[src/rtl/apb_pkg.sv]
// Shared types and constants for the APB initiator and its address decoder.
// Slave indices follow the 4 KB page order inside the APB region.
package apb_pkg;

  typedef enum logic [1:0] {IDLE, SETUP, ACCESS} apb_state_e;

  localparam int unsigned APB_NUM_SLV = 4;

  localparam int unsigned SLV_GPIO  = 0;
  localparam int unsigned SLV_UART  = 1;
  localparam int unsigned SLV_TIMER = 2;
  localparam int unsigned SLV_RSVD  = 3;

endpackage

[src/rtl/apb_decoder.sv]
// Combinational page decoder: maps address bits [31:12] onto a one-hot slave select.
// Used both for request decode and for steering PREADY/PRDATA back from the bus.
module apb_decoder
  import apb_pkg::*;
#(
  parameter logic [31:0] BASE_ADDR = 32'h1000_0000
) (
  input  logic [19:0]            addr_page,
  output logic [APB_NUM_SLV-1:0] sel,
  output logic                   hit
);

  // addr_page[19:4] is the region tag, addr_page[3:0] the 4 KB page number
  always_comb begin
    hit = (addr_page[19:4] == BASE_ADDR[31:16]) &&
          (addr_page[3:0] <= 4'(SLV_RSVD));
    sel = '0;
    for (int i = 0; i < APB_NUM_SLV; i++) begin
      sel[i] = hit && (addr_page[1:0] == 2'(i));
    end
  end

endmodule

[src/rtl/apb_master.sv]
// APB initiator: takes one core load/store, runs SETUP/ACCESS on the decoded slave
// and returns read data with a one-cycle ready pulse (err on decode miss or timeout).
module apb_master
  import apb_pkg::*;
#(
  parameter logic [31:0] BASE_ADDR   = 32'h1000_0000,
  parameter int unsigned TIMEOUT_CYC = 16
) (
  input  logic                   PCLK,
  input  logic                   PRESET,
  input  logic                   transfer,
  input  logic                   write,
  input  logic [31:0]            addr,
  input  logic [31:0]            wdata,
  output logic [31:0]            rdata,
  output logic                   ready,
  output logic                   err,
  output logic [31:0]            PADDR,
  output logic                   PWRITE,
  output logic                   PENABLE,
  output logic [31:0]            PWDATA,
  output logic [APB_NUM_SLV-1:0] PSEL,
  input  logic [31:0]            PRDATA0,
  input  logic [31:0]            PRDATA1,
  input  logic [31:0]            PRDATA2,
  input  logic [31:0]            PRDATA3,
  input  logic                   PREADY0,
  input  logic                   PREADY1,
  input  logic                   PREADY2,
  input  logic                   PREADY3
);

  localparam logic [7:0] TO_LAST = 8'(TIMEOUT_CYC - 1);

  apb_state_e state_q, state_d;
  logic [7:0] cnt_q, cnt_d;

  logic [31:0]            paddr_d, pwdata_d, rdata_d;
  logic                   pwrite_d, penable_d, ready_d, err_d;
  logic [APB_NUM_SLV-1:0] psel_d;

  logic [APB_NUM_SLV-1:0] req_sel, bus_sel;
  logic                   req_hit, bus_hit;
  logic                   pready_sel;
  logic [31:0]            prdata_sel;

  apb_decoder #(.BASE_ADDR(BASE_ADDR)) u_req_dec (
    .addr_page (addr[31:12]),
    .sel       (req_sel),
    .hit       (req_hit)
  );

  // Bus-side decode of the latched address steers the response path
  apb_decoder #(.BASE_ADDR(BASE_ADDR)) u_bus_dec (
    .addr_page (PADDR[31:12]),
    .sel       (bus_sel),
    .hit       (bus_hit)
  );

  assign pready_sel = bus_hit & (|(bus_sel & {PREADY3, PREADY2, PREADY1, PREADY0}));

  assign prdata_sel = ({32{bus_sel[SLV_GPIO]}}  & PRDATA0) |
                      ({32{bus_sel[SLV_UART]}}  & PRDATA1) |
                      ({32{bus_sel[SLV_TIMER]}} & PRDATA2) |
                      ({32{bus_sel[SLV_RSVD]}}  & PRDATA3);

  always_comb begin
    state_d   = state_q;
    cnt_d     = cnt_q;
    paddr_d   = PADDR;
    pwdata_d  = PWDATA;
    pwrite_d  = PWRITE;
    psel_d    = PSEL;
    penable_d = PENABLE;
    rdata_d   = rdata;
    ready_d   = 1'b0;
    err_d     = 1'b0;

    case (state_q)
      IDLE: begin
        psel_d    = '0;
        penable_d = 1'b0;
        if (transfer) begin
          paddr_d  = addr;
          pwdata_d = wdata;
          pwrite_d = write;
          if (req_hit) begin
            psel_d  = req_sel;
            cnt_d   = '0;
            state_d = SETUP;
          end else begin
            ready_d = 1'b1;
            err_d   = 1'b1;
            rdata_d = '0;
          end
        end
      end

      SETUP: begin
        penable_d = 1'b1;
        state_d   = ACCESS;
      end

      ACCESS: begin
        // A PREADY in the last allowed cycle still wins over the timeout
        if (pready_sel) begin
          if (!PWRITE) rdata_d = prdata_sel;
          ready_d   = 1'b1;
          psel_d    = '0;
          penable_d = 1'b0;
          state_d   = IDLE;
        end else if (cnt_q == TO_LAST) begin
          ready_d   = 1'b1;
          err_d     = 1'b1;
          rdata_d   = '0;
          psel_d    = '0;
          penable_d = 1'b0;
          state_d   = IDLE;
        end else begin
          cnt_d = cnt_q + 8'd1;
        end
      end

      default: begin
        psel_d    = '0;
        penable_d = 1'b0;
        state_d   = IDLE;
      end
    endcase
  end

  always_ff @(posedge PCLK or posedge PRESET) begin
    if (PRESET) begin
      state_q <= IDLE;
      cnt_q   <= '0;
      PADDR   <= '0;
      PWDATA  <= '0;
      PWRITE  <= 1'b0;
      PSEL    <= '0;
      PENABLE <= 1'b0;
      rdata   <= '0;
      ready   <= 1'b0;
      err     <= 1'b0;
    end else begin
      state_q <= state_d;
      cnt_q   <= cnt_d;
      PADDR   <= paddr_d;
      PWDATA  <= pwdata_d;
      PWRITE  <= pwrite_d;
      PSEL    <= psel_d;
      PENABLE <= penable_d;
      rdata   <= rdata_d;
      ready   <= ready_d;
      err     <= err_d;
    end
  end

endmodule

[config.mk]
export PLATFORM = sky130hd
export DESIGN_NAME = apb_master
export DESIGN_NICKNAME = d
export VERILOG_FILES = /design/src/rtl/apb_pkg.sv /design/src/rtl/apb_decoder.sv /design/src/rtl/apb_master.sv
export SDC_FILE = /design/constraint.sdc
export NUM_CORES = 1
export LEC_CHECK = 0
export CAP_MARGIN = 15
export CORE_MARGIN = 2
export CORE_UTILIZATION = 39
export CTS_CLUSTER_DIAMETER = 150
export DETAILED_ROUTE_END_ITERATION = 7
export GPL_TIMING_DRIVEN = 0
export PLACE_DENSITY = 0.82
export REMOVE_ABC_BUFFERS = 1
export SYNTH_ARGS = -nofsm -noshare
export SYNTH_HDL_FRONTEND = slang
export SYNTH_SLANG_ARGS = --single-unit
[constraint.sdc]
create_clock -name PCLK -period 4.6 [get_ports PCLK]
set_clock_uncertainty 0.1 [all_clocks]
set_input_delay 0.46 -clock PCLK [delete_from_list [all_inputs] [get_ports PCLK]]
set_output_delay 0.46 -clock PCLK [all_outputs]
set_load 0.05 [all_outputs]
==> flow_summary.json <==
{
  "place_hpwl_um": 13200,
  "cts_hold_buffers": 0,
  "crit_type": "register to primary output",
  "period_minus_slack_ns": 2.700,
  "clockRootBuffer": "clkbuf_16",
  "maxSlewViolCount": 0,
  "wl_met3_um": 1042,
  "regArea_sq_um": 2854,
  "area_delta_synth_final_pct": 72.90,
  "cts_resized": 0,
  "syn-cell-area_sq_um": 5296,
  "synth.yosys.seq_area_share_pct": 53.86,
  "route.met2.wl_um": 8875,
  "critPathArrivalTime_ns": 2.14,
  "critPathSlowestCell": "clkdlybuf4s50_1",
  "cap_violations": 0,
  "multiInputGateArea_sq_um": 2288,
  "die_w_um": 120.5,
  "crit_start": "PADDR[12]",
  "critPathBufInv": 2,
  "vias_per_cell": 5.248,
  "clk_pin_slew_ns": 0.06,
  "r2r-end": "rdata[30]",
  "reg2reg_depth": 6,
  "grt_pass1_vias": 4774,
  "max_stage_delay_ns": 0.84,
  "cts-htree-levels": 4,
  "finalWeightedCongestion": 0.8540,
  "drtIter0Drc": 194,
  "fmax_ghz": 0.3704,
  "synthFlopType": "dfrtp_1",
  "setup_viol_count_final": 0,
  "relSlewSlack_pct": 42.11,
  "synthTopCellsByArea": "dfrtp_1 (54%), mux4_2 (14%), mux2_1 (8.5%)",
  "fillCellCount": 958,
  "end_kind": "primary output",
  "grt_pass1_wl_um": 25500,
  "reg2reg_from": "PADDR[13]",
  "vias": 4471,
  "cp_cell_sequence": "buf_12, clkdlybuf4s50_1",
  "start_kind": "register",
  "antenna_left": 0,
  "post-route-period-util_pct": 58.69,
  "wl_um": 16670,
  "cts_made_buffers": 17,
  "remaining_drc_errors": 0,
  "min_to": "PWDATA[0]",
  "wl_per_cell_um": 19.57,
  "post-synth-top-area-fraction_pct": 53.86,
  "yosys_warnings": 0,
  "whs_path_depth": 1,
  "syn-instance-count": 358,
  "synth_seq_cells": 114,
  "yosysMostFrequentCell": "dfrtp_1",
  "cp.required_ns": 4.04,
  "status": "completed",
  "antenna_found_initial": 0,
  "nets": 864,
  "port_buffers": 303,
  "powerDensity_nw_per_um2": 340.3,
  "dieHeight_um": 120.5,
  "utilization_pct": 69.15,
  "cts_tree": "built",
  "hold_violations": 0,
  "power.leakage_nw": 3.740,
  "rsz0062_at_grt": "false",
  "gr-usage-all-layers_pct": 23.11,
  "synth_edf_count": 0,
  "min_path_type": "register to register",
  "rows": 42,
  "r2r_setup_slack_ns": 1.96,
  "crit_fanout": 24,
  "min-delay-start": "PWDATA[0]",
  "grt_overflow_total": 0,
  "grt_max_degree": 72,
  "initial_core_util_pct": 39.99,
  "dieArea_sq_um": 14530,
  "final.setup.tns_ns": 0,
  "avgSynthCellArea_sq_um": 14.79,
  "clock_path_buffers": 2,
  "peakVddDrop_uv": 228.1,
  "crit_family": "buffers and inverters",
  "worst_pin_slew_ns": 0.8683,
  "ys_types": 38,
  "wl_met1_um": 6265,
  "top_level_ports": 304,
  "postSynth.asyncResetShare_pct": 100.0,
  "yosys-top-cells-count": "dfrtp_1 (114), mux2_1 (40), a22o_1 (34)",
  "cts_setup_buffers": 0,
  "core_area_sq_um": 13240,
  "clock_latency_ns": 0.40,
  "yosysTopAreaCell": "dfrtp_1",
  "clock-sinks": 114,
  "firstDrtPassIters": 4,
  "layout-drive-gt1-share_pct": 15.68,
  "diodes": 0,
  "top_layer": "met4"
}
==> worst max-delay path by stage <==
stage / to / cells after the start
final: PADDR[12] / 2
after global routing: rdata[30] / 6
after CTS: PADDR[12] / 2
after detailed placement: rdata[30] / 6
after global placement: rdata[17] / 6
after floorplan: rdata[31] / 5
==> flip-flops by register name, indices dropped and copies added (netlist names) <==
register	cells
PADDR	32
PWDATA	32
rdata	32
cnt_q	8
PSEL	4
state_q	2
PENABLE	1
PWRITE	1
err	1
ready	1
==> cell type report <==
cell class,instances,share of cell area [%]
well taps,176,2.405
clock buffers,19,4.837
repair buffers,314,34.88
clock inverters,13,1.489
flip-flops and latches,114,31.17
multi-input cells,211,24.99
inverters,5,0.2323
==> worst reg2reg max path, cell delays in order, from the launching register on <==
cell and delay [ns]:
dfrtp_1 0.74, mux4_2 0.37, nand3_1 0.14, nor3_2 0.63, buf_6 0.28, buf_6 0.17, a22o_1 0.15
==> per-layer routing <==
layer	up-vias	global-route usage, %
li1	2024	-
met1	2207	26.80
met2	212	40.96
met3	28	5.330
met4	0	9.738
met5	-	0
==> cells by family (layout without fill, tap and decap cells) <==
| family | count (synthesis) | count (layout) | share of synthesized area, % |
|---|---|---|---|
| AOI/OAI and AO/OA | 63 | 63 | 9.568 |
| buffers and inverters | 33 | 351 | 3.118 |
| adders and majority gates | 1 | 1 | 0.2362 |
| muxes | 98 | 98 | 27.85 |
| and+or+nand+nor | 49 | 49 | 5.363 |
| DFF | 114 | 114 | 53.86 |
==> cells in the final DEF, fill, tap and decap left out, types with 2 or more instances in the layout <==
master	netlist	routed
buf_12	0	2
nand2_1	4	4
clkinv_2	0	4
clkbuf_16	0	17
or2_1	2	2
bufinv_16	0	2
o211a_1	3	3
nor2_1	5	5
nor4_1	11	11
o21a_1	2	2
nand3_1	4	4
a21oi_1	10	10
a31oi_1	3	3
mux2_1	40	40
mux2_2	25	25
buf_6	4	7
o2bb2ai_1	3	3
and3_1	3	3
nor2b_1	3	3
inv_1	4	3
a41oi_1	2	2
nor4b_1	3	3
a22o_1	34	34
dfrtp_1	114	113
nand4_1	4	4
clkdlybuf4s50_1	0	303
nor3_1	5	4
clkinvlp_4	0	4
clkinv_4	0	2
a21o_1	2	2
mux4_2	33	33
==> metrics by stage <==
| stage | setup slack, ns | instances | hold slack (ns) | instance area (sq um) | power, W |
|---|---|---|---|---|---|
| final | 1.900 | 852 | 0.3833 | 9158 | 0.003117 |
| after floorplan | -2.199 | 330 | 0.3695 | 5150 | 0.001510 |
| after detailed placement | 1.572 | 820 | 0.3784 | 8578 | 0.001866 |
| after global routing | 1.724 | 852 | 0.3986 | 9158 | 0.003239 |
| after CTS | 1.857 | 852 | 0.3905 | 9158 | 0.003151 |
| after global placement | -4.661 | 809 | 0.3614 | 8403 | 0.001840 |
==> power by group <==
part           total, W  internal (W)  switching [W]
logic          0.000733      0.000372       0.000361
clock network   0.00127      0.000810       0.000463
registers       0.00111       0.00106      0.0000486
total           0.00312       0.00224       0.000873
No activity file was read; power rests on OpenSTA's default activity.
